==> src/rtl/csr_trap_sequencer.sv <==
// Machine-mode trap / mret sequencer: writes mepc, mcause, mtval and mstatus through the
// CSR file's internal port one per cycle, then redirects the PC.
module csr_trap_sequencer #(
    parameter int unsigned XLEN = 32
) (
    input  logic            clk,
    input  logic            reset,
    input  logic            TrapReq,
    input  logic [XLEN-1:0] TrapCause,
    input  logic [XLEN-1:0] TrapPC,
    input  logic [XLEN-1:0] TrapVal,
    input  logic            MretReq,
    input  logic            CSREnPipe,
    input  logic [XLEN-1:0] MstatusIn,
    input  logic [XLEN-1:0] MtvecIn,
    input  logic [XLEN-1:0] MepcIn,
    output logic            CSRGrant,
    output logic            CsrWriteEn,
    output logic [1:0]      CsrWriteSel,
    output logic [XLEN-1:0] CsrWriteData,
    output logic            Stall,
    output logic            TrapAck,
    output logic            MretAck,
    output logic            Redirect,
    output logic [XLEN-1:0] RedirectPC
);

    typedef enum logic [2:0] {
        StIdle,
        StTMepc,
        StTMcause,
        StTMtval,
        StTMstatus,
        StMMstatus,
        StRedirect
    } state_e;

    state_e          state_q, state_d;
    logic [XLEN-1:0] pc_q, cause_q, val_q;
    logic            mret_q;
    logic            accept_trap, accept_mret;
    logic [XLEN-1:0] tvec_base, vec_off, trap_target;
    logic            unused_low_bits;

    assign unused_low_bits = ^{MepcIn[1:0], pc_q[1:0]};

    always_comb begin
        accept_trap = ~reset & (state_q == StIdle) & TrapReq;
        accept_mret = ~reset & (state_q == StIdle) & MretReq & ~TrapReq;
    end

    always_ff @(posedge clk) begin
        if (reset) begin
            state_q <= StIdle;
            pc_q    <= '0;
            cause_q <= '0;
            val_q   <= '0;
            mret_q  <= 1'b0;
        end else begin
            state_q <= state_d;
            if (accept_trap) begin
                pc_q    <= TrapPC;
                cause_q <= TrapCause;
                val_q   <= TrapVal;
                mret_q  <= 1'b0;
            end else if (accept_mret) begin
                mret_q  <= 1'b1;
            end
        end
    end

    always_comb begin
        state_d = state_q;
        case (state_q)
            StIdle: begin
                if (TrapReq) begin
                    state_d = StTMepc;
                end else if (MretReq) begin
                    state_d = StMMstatus;
                end
            end
            StTMepc:    state_d = StTMcause;
            StTMcause:  state_d = StTMtval;
            StTMtval:   state_d = StTMstatus;
            StTMstatus: state_d = StRedirect;
            StMMstatus: state_d = StRedirect;
            StRedirect: state_d = StIdle;
            default:    state_d = StIdle;
        endcase
    end

    // Vectored mode only applies to interrupts; the offset wraps modulo 2^XLEN.
    always_comb begin
        tvec_base   = {MtvecIn[XLEN-1:2], 2'b00};
        vec_off     = {cause_q[XLEN-3:0], 2'b00};
        trap_target = tvec_base;
        if ((MtvecIn[1:0] == 2'b01) && cause_q[XLEN-1]) begin
            trap_target = tvec_base + vec_off;
        end
    end

    always_comb begin
        CSRGrant     = 1'b0;
        CsrWriteEn   = 1'b0;
        CsrWriteSel  = 2'd0;
        CsrWriteData = '0;
        Stall        = 1'b0;
        TrapAck      = 1'b0;
        MretAck      = 1'b0;
        Redirect     = 1'b0;
        RedirectPC   = '0;
        if (!reset) begin
            Stall = (state_q != StIdle) | TrapReq | MretReq;
            case (state_q)
                StIdle: begin
                    TrapAck  = TrapReq;
                    MretAck  = MretReq & ~TrapReq;
                    CSRGrant = CSREnPipe & ~TrapReq & ~MretReq;
                end
                StTMepc: begin
                    CsrWriteEn   = 1'b1;
                    CsrWriteSel  = 2'd0;
                    CsrWriteData = {pc_q[XLEN-1:2], 2'b00};
                end
                StTMcause: begin
                    CsrWriteEn   = 1'b1;
                    CsrWriteSel  = 2'd1;
                    CsrWriteData = cause_q;
                end
                StTMtval: begin
                    CsrWriteEn   = 1'b1;
                    CsrWriteSel  = 2'd2;
                    CsrWriteData = val_q;
                end
                StTMstatus: begin
                    CsrWriteEn          = 1'b1;
                    CsrWriteSel         = 2'd3;
                    CsrWriteData        = MstatusIn;
                    CsrWriteData[7]     = MstatusIn[3];
                    CsrWriteData[3]     = 1'b0;
                    CsrWriteData[12:11] = 2'b11;
                end
                StMMstatus: begin
                    CsrWriteEn          = 1'b1;
                    CsrWriteSel         = 2'd3;
                    CsrWriteData        = MstatusIn;
                    CsrWriteData[3]     = MstatusIn[7];
                    CsrWriteData[7]     = 1'b1;
                    CsrWriteData[12:11] = 2'b11;
                end
                StRedirect: begin
                    Redirect   = 1'b1;
                    RedirectPC = mret_q ? {MepcIn[XLEN-1:2], 2'b00} : trap_target;
                end
                default: ;
            endcase
        end
    end

endmodule

==> config.mk <==
export PLATFORM = sky130hd
export DESIGN_NAME = csr_trap_sequencer
export DESIGN_NICKNAME = d
export VERILOG_FILES = /design/src/rtl/csr_trap_sequencer.sv
export SDC_FILE = /design/constraint.sdc
export NUM_CORES = 1
export LEC_CHECK = 0
export CAP_MARGIN = 20
export CORE_MARGIN = 2
export CORE_UTILIZATION = 30
export CTS_CLUSTER_SIZE = 8
export DETAILED_ROUTE_END_ITERATION = 16
export HOLD_SLACK_MARGIN = 0.12
export PLACE_DENSITY = 0.66
export SLEW_MARGIN = 20
export SYNTH_ARGS = -nofsm -noshare
export SYNTH_HDL_FRONTEND = slang
export SYNTH_SLANG_ARGS = --single-unit
==> constraint.sdc <==
create_clock -name clk -period 3.3 [get_ports clk]
set_clock_uncertainty 0.05 [all_clocks]
set_input_delay 0.495 -clock clk [delete_from_list [all_inputs] [get_ports clk]]
set_output_delay 0.495 -clock clk [all_outputs]
set_load 0.02 [all_outputs]
---- After elaboration in Yosys (flattened, before gate mapping) ----
Cells that the tools add are included.
word-level totals
  register bits ........................... 100
  output and inout port bits .............. 72
  logic and storage cells ................. 54
operators by class
  add/sub/neg operators ................... 1
  eq/ne operators ......................... 8
  multiplexer cells ....................... 22
  bitwise gates (word level) .............. 12
  reduce and logical (&&, ||, !) cells .... 6
operator list
  cell                                           count
  two-way mux 32 bit                             5
  case mux 32 bit (5 select lines)               1
  adder 32 bit                                   1
  case mux 3 bit (5 select lines)                1
  two-way mux 1 bit                              11
  == test 3 bit, second input constant           3
  bitwise AND 1 bit                              7
  == test 3 x 2 -> 1 bit, second input constant  2
  two-way mux 3 bit                              2
  case mux 2 bit (3 select lines)                1
  OR reduction 5 bit                             1
  OR reduction 2 bit                             2
  == test 3 x 1 -> 1 bit, second input constant  1
  logical NOT 3 bit                              1
  inequality test 3 bit, second input constant   1
  inverter 1 bit                                 3
  nonzero test 3 bit                             1
  == test 2 x 1 -> 1 bit, second input constant  1
  two-way mux 2 bit                              1
  bitwise OR 1 bit                               2
  logical AND 1 bit                              1

---- Longest topological paths before layout ----
  depth in word-level cells ............... 6
  depth in mapped cells ................... 13

---- Worst setup path after synthesis ----
No wires, ideal clock.
  kind .................................... input port to output port
  from .................................... input port MtvecIn[2]
  to ...................................... output port RedirectPC[30]
  data arrival time ....................... 2740 ps
  data required time ...................... 2755 ps
  slack ................................... 15 ps
  cell stages on the path ................. 13
  buffers on the path ..................... 0
  cells stage by stage .................... ha_1 inv_1 fa_1 nor2b_1 o31a_2 o21ai_2 a21oi_2 o2111ai_2 a21oi_2 o2111ai_2 and3_1 o311ai_1 o211a_1
on the way
  word-level cells in the longest chain between the ends .. 5
ends and longest elaborated chain
  what                line  source
  from (decl)         15    input logic [XLEN-1:0] MtvecIn,
  adder 32 bit        98    trap_target = tvec_base + vec_off;
  two-way mux 32 bit  97    if ((MtvecIn[1:0] == 2'b01) && cause_q[XLEN-1]) begin
  two-way mux 32 bit  153   RedirectPC = mret_q ? {MepcIn[XLEN-1:2], 2'b00} : trap_target;
  two-way mux 32 bit  114   case (state_q)
  two-way mux 32 bit  112   if (!reset) begin
  to (decl)           25    output logic [XLEN-1:0] RedirectPC
Every way passes these cells.

---- Worst setup path after layout ----
  from .................................... register cause_q[0]
  to ...................................... output port RedirectPC[30]
on the way
  word-level cells in the longest chain between the ends .. 5
ends and longest elaborated chain
  what                    line  source
  from (decl)             39    logic [XLEN-1:0] pc_q, cause_q, val_q;
  from (signal assigned)  63    cause_q <= TrapCause;
  adder 32 bit            98
  two-way mux 32 bit      97
  two-way mux 32 bit      153
  two-way mux 32 bit      114
  two-way mux 32 bit      112
Every way passes these cells.

==> metrics.cfg <==
[setup_path]
cpLargestDelayFamily=compound AO/OA/AOI/OAI gates
cp_slowest_cell=dfxtp_4
start_kind=flip-flop
crit_cells=14
crit_path_max_fanout=2
r2r-end=pc_q[25]
crit_buf_inv=2
arrival_ns=3.05
cp-endpoint=RedirectPC[30]
reg2reg_slack_ns=1.16
r2r_start=state_q[2]
critPathKind=reg2out
cp_slowest_stage_delay_ns=0.40
crit_path_cell_trace=ha_4, inv_2, fa_2, nor2b_2, o31a_2, o21ai_4, a21oi_4, o2111ai_2, a21oi_2, o2111ai_2, and3_1, o311ai_2, o211a_1, buf_6
cp-startpoint=cause_q[0]
path_common_cell=o2111ai_2
worstPathRequired_ns=2.75
rr_worst_depth=6
end_kind=output pin

[detailed_routing]
drc=0
antenna_left=0
first_pass_iters=4
vias=7619
vias_per_cell=5.01
drt-initial-drc-count=394
wl_per_cell_um=16.6
wirelength_um=25200

[layout]
drive_gt1_share_pct=20.7
n_antenna_cell=0
fin_util_pct=51.3
stdcell_count=1521
post-route-cell-area_sq_um=10700
fin_nets=1468
area_growth_pct=69.0

[logic_synthesis]
yosysSeqAreaShare_pct=31.0
synthXorXnorAreaFrac_pct=2.77
ys.flop_type=dfxtp_1
synthMuxAreaShare_pct=0.970
synth_cell_types=59
synth-seq-cells=98
synth_compound_area_share_pct=31.8
synthSimpleGateAreaFrac_pct=21.8
synth_top_family_by_area=compound AO/OA/AOI/OAI gates
synth_edf_count=0
synthAdderAreaFrac_pct=6.06
synth-async-reset-ratio_pct=0
synth_area_sq_um=6320
synth_cells=918
yosysWarningCount=0
avgSynthCellArea_sq_um=6.89

[place]
gp_congestion=0.881
pre_cts_slack_ns=-1.26
dp_cells=1488
placed_area_sq_um=9840
io_buffers=260
dpl.hpwl_um=18800

[timing]
rsz0062_at_grt=yes
setup_ws_ns=-0.292
slew_headroom_pct=34.1
tightest_slew_ns=0.989
layout_min_cycle_time_ns=3.59
fmax_mhz=278
hold_viol=0
post-route-period-util_pct=109
drv_slew=0
setup_violations=14

[floorplan]
die_h_um=149
pin_count=269
die_area_sq_um=22200
start_util_pct=30.4
core-area_sq_um=20800
die_width_um=149
rows=53

[global_route]
grt_util_all_layers_pct=21.7
grt-busiest-layer=met2
globalRouteMet2Util_pct=35.8
grt_max_degree=95
grt_use_met3_pct=4.56
grt_pass1_wl_um=38100
grt_util_met1_pct=29.4
grt_overflow=0
antenna_found_initial=2
grt_pass1_vias=7203

[clocking]
numCtsBuffers=9
clockBufferDepth=2
path_clk_slew_ns=0.07
cts_root_buffer=clkbuf_16
clkLatencyLatePin_ns=0.35
clock_sinks=98
hold_buffers=0
ctsHtreeMaxLevel=3
cts_tree=built

[pwr]
power_density_nw_per_um2=430
total_power_mw=4.59
ir_worst_vdd_mv=0.280
leakage_nw=4.18

[hold_path]
min_path_cells=2
hold_class=reg2reg

[status]
status=finished with violations
violations=setup timing

[job]
drv_cap=0

worst register-to-register path, stage by stage (launching register included):
cell	delay (ns)
dfxtp_1	0.56
nor3_1	0.11
buf_4	0.18
nand2_4	0.06
buf_4	0.72
nand2_1	0.22
a21oi_1	0.18
Yosys cell counts (2+ instances only):
master | number | area, sq um
xor2_1 | 5 | 43.8
nor4b_1 | 2 | 17.5
nand4_1 | 6 | 37.5
inv_1 | 12 | 45.0
ha_1 | 29 | 363
clkinv_1 | 2 | 7.51
o21a_1 | 3 | 22.5
nor3_1 | 10 | 50.1
o21ai_0 | 37 | 185
a22oi_1 | 55 | 413
nand3_1 | 11 | 55.1
a21o_1 | 13 | 97.6
and2_1 | 5 | 31.3
xnor2_1 | 15 | 131
a211oi_1 | 3 | 22.5
o21ai_1 | 2 | 10.0
o21bai_1 | 4 | 30.0
o211ai_1 | 2 | 15.0
nand2b_1 | 4 | 25.0
a21oi_2 | 3 | 26.3
a21oi_1 | 199 | 996
buf_4 | 2 | 15.0
buf_1 | 5 | 18.8
o211a_1 | 2 | 20.0
dfxtp_1 | 98 | 1960
mux2i_1 | 5 | 50.1
o2111ai_2 | 2 | 30.0
clkbuf_1 | 63 | 236
nor2b_1 | 6 | 37.5
a221oi_1 | 2 | 17.5
buf_2 | 3 | 15.0
nand2_1 | 241 | 905
and3_1 | 4 | 25.0
nor2_1 | 38 | 143
registers in the layout, indices dropped and copies added (netlist names):
signal and cells:
cause_q 32, state_q 3, val_q 32, pc_q 30, mret_q 1
cell usage in the layout, fill, tap and decap left out, drive strengths merged, types with 8 or more instances in the layout:
cell type / n
a21oi: 202
nor2: 38
dlygate4sd2: 8
buf: 146
xnor2: 15
clkdlybuf4s50: 214
a21o: 14
inv: 14
o21ai: 40
nor3: 10
dfxtp: 98
clkbuf: 17
nand2: 241
a22oi: 55
ha: 29
nand3: 11
per-stage QoR:
| stage | hold WS (ns) | setup TNS [ns] |
|---|---|---|
| floorplan | 0.383 | 0 |
| global placement | 0.390 | -20.73 |
| detailed placement | 0.397 | -21.33 |
| CTS | 0.406 | -2.40 |
| global route | 0.416 | -3.60 |
| finish | 0.404 | -1.62 |
cells by family after synthesis:
logic type / Yosys count
and+or+nand+nor: 334
AOI/OAI and AO/OA: 341
adders and majority gates: 30
other: 1
xor gates and xnor gates: 20
buffers and inverters: 88
DFF: 98
muxes: 6
routing by layer:
metal / wire [um] / up-vias
li1: - / 3846
met1: 11500 / 3504
met2: 11700 / 243
met3: 1760 / 22
met4: 265 / 4
met5: 30 / -
how the worst min path moves through the flow:
stage / start / endpoint / slack [ns]
after floorplan: val_q[0] / val_q[0] / 0.38
after global placement: val_q[0] / val_q[0] / 0.39
after detailed placement: pc_q[12] / pc_q[12] / 0.40
after CTS: val_q[15] / val_q[15] / 0.41
after global routing: val_q[15] / val_q[15] / 0.42
final: val_q[15] / val_q[15] / 0.40
area by class of cell:
type	count	area (sq um)
clock buffers	9	225
clock inverters	7	77.6
fillers	2080	10100
inverters	14	56.3
multi-input cells	733	4490
flip-flops and latches	98	1970
well taps	275	344
repair buffers	385	3510
power breakdown:
part / internal (mW) / switching [mW] / leakage, nW
clock: 0.596 / 0.488 / 0.145
sequential: 1.34 / 0.130 / 0.803
combinational: 0.951 / 1.08 / 3.23
total: 2.89 / 1.70 / 4.18
what timing repair did:
| item | 4_1_cts | 5_1_grt |
|---|---|---|
| hold endpoints to repair | 0 | 0 |
| pin swaps | 40 | 46 |
| buffers inserted | 7 | 11 |
| cloned | 0 | 0 |
| endpoints found under the setup margin | 30 | 35 |
| resized for setup | 169 | 76 |
No activity file was read; power rests on OpenSTA's default activity.
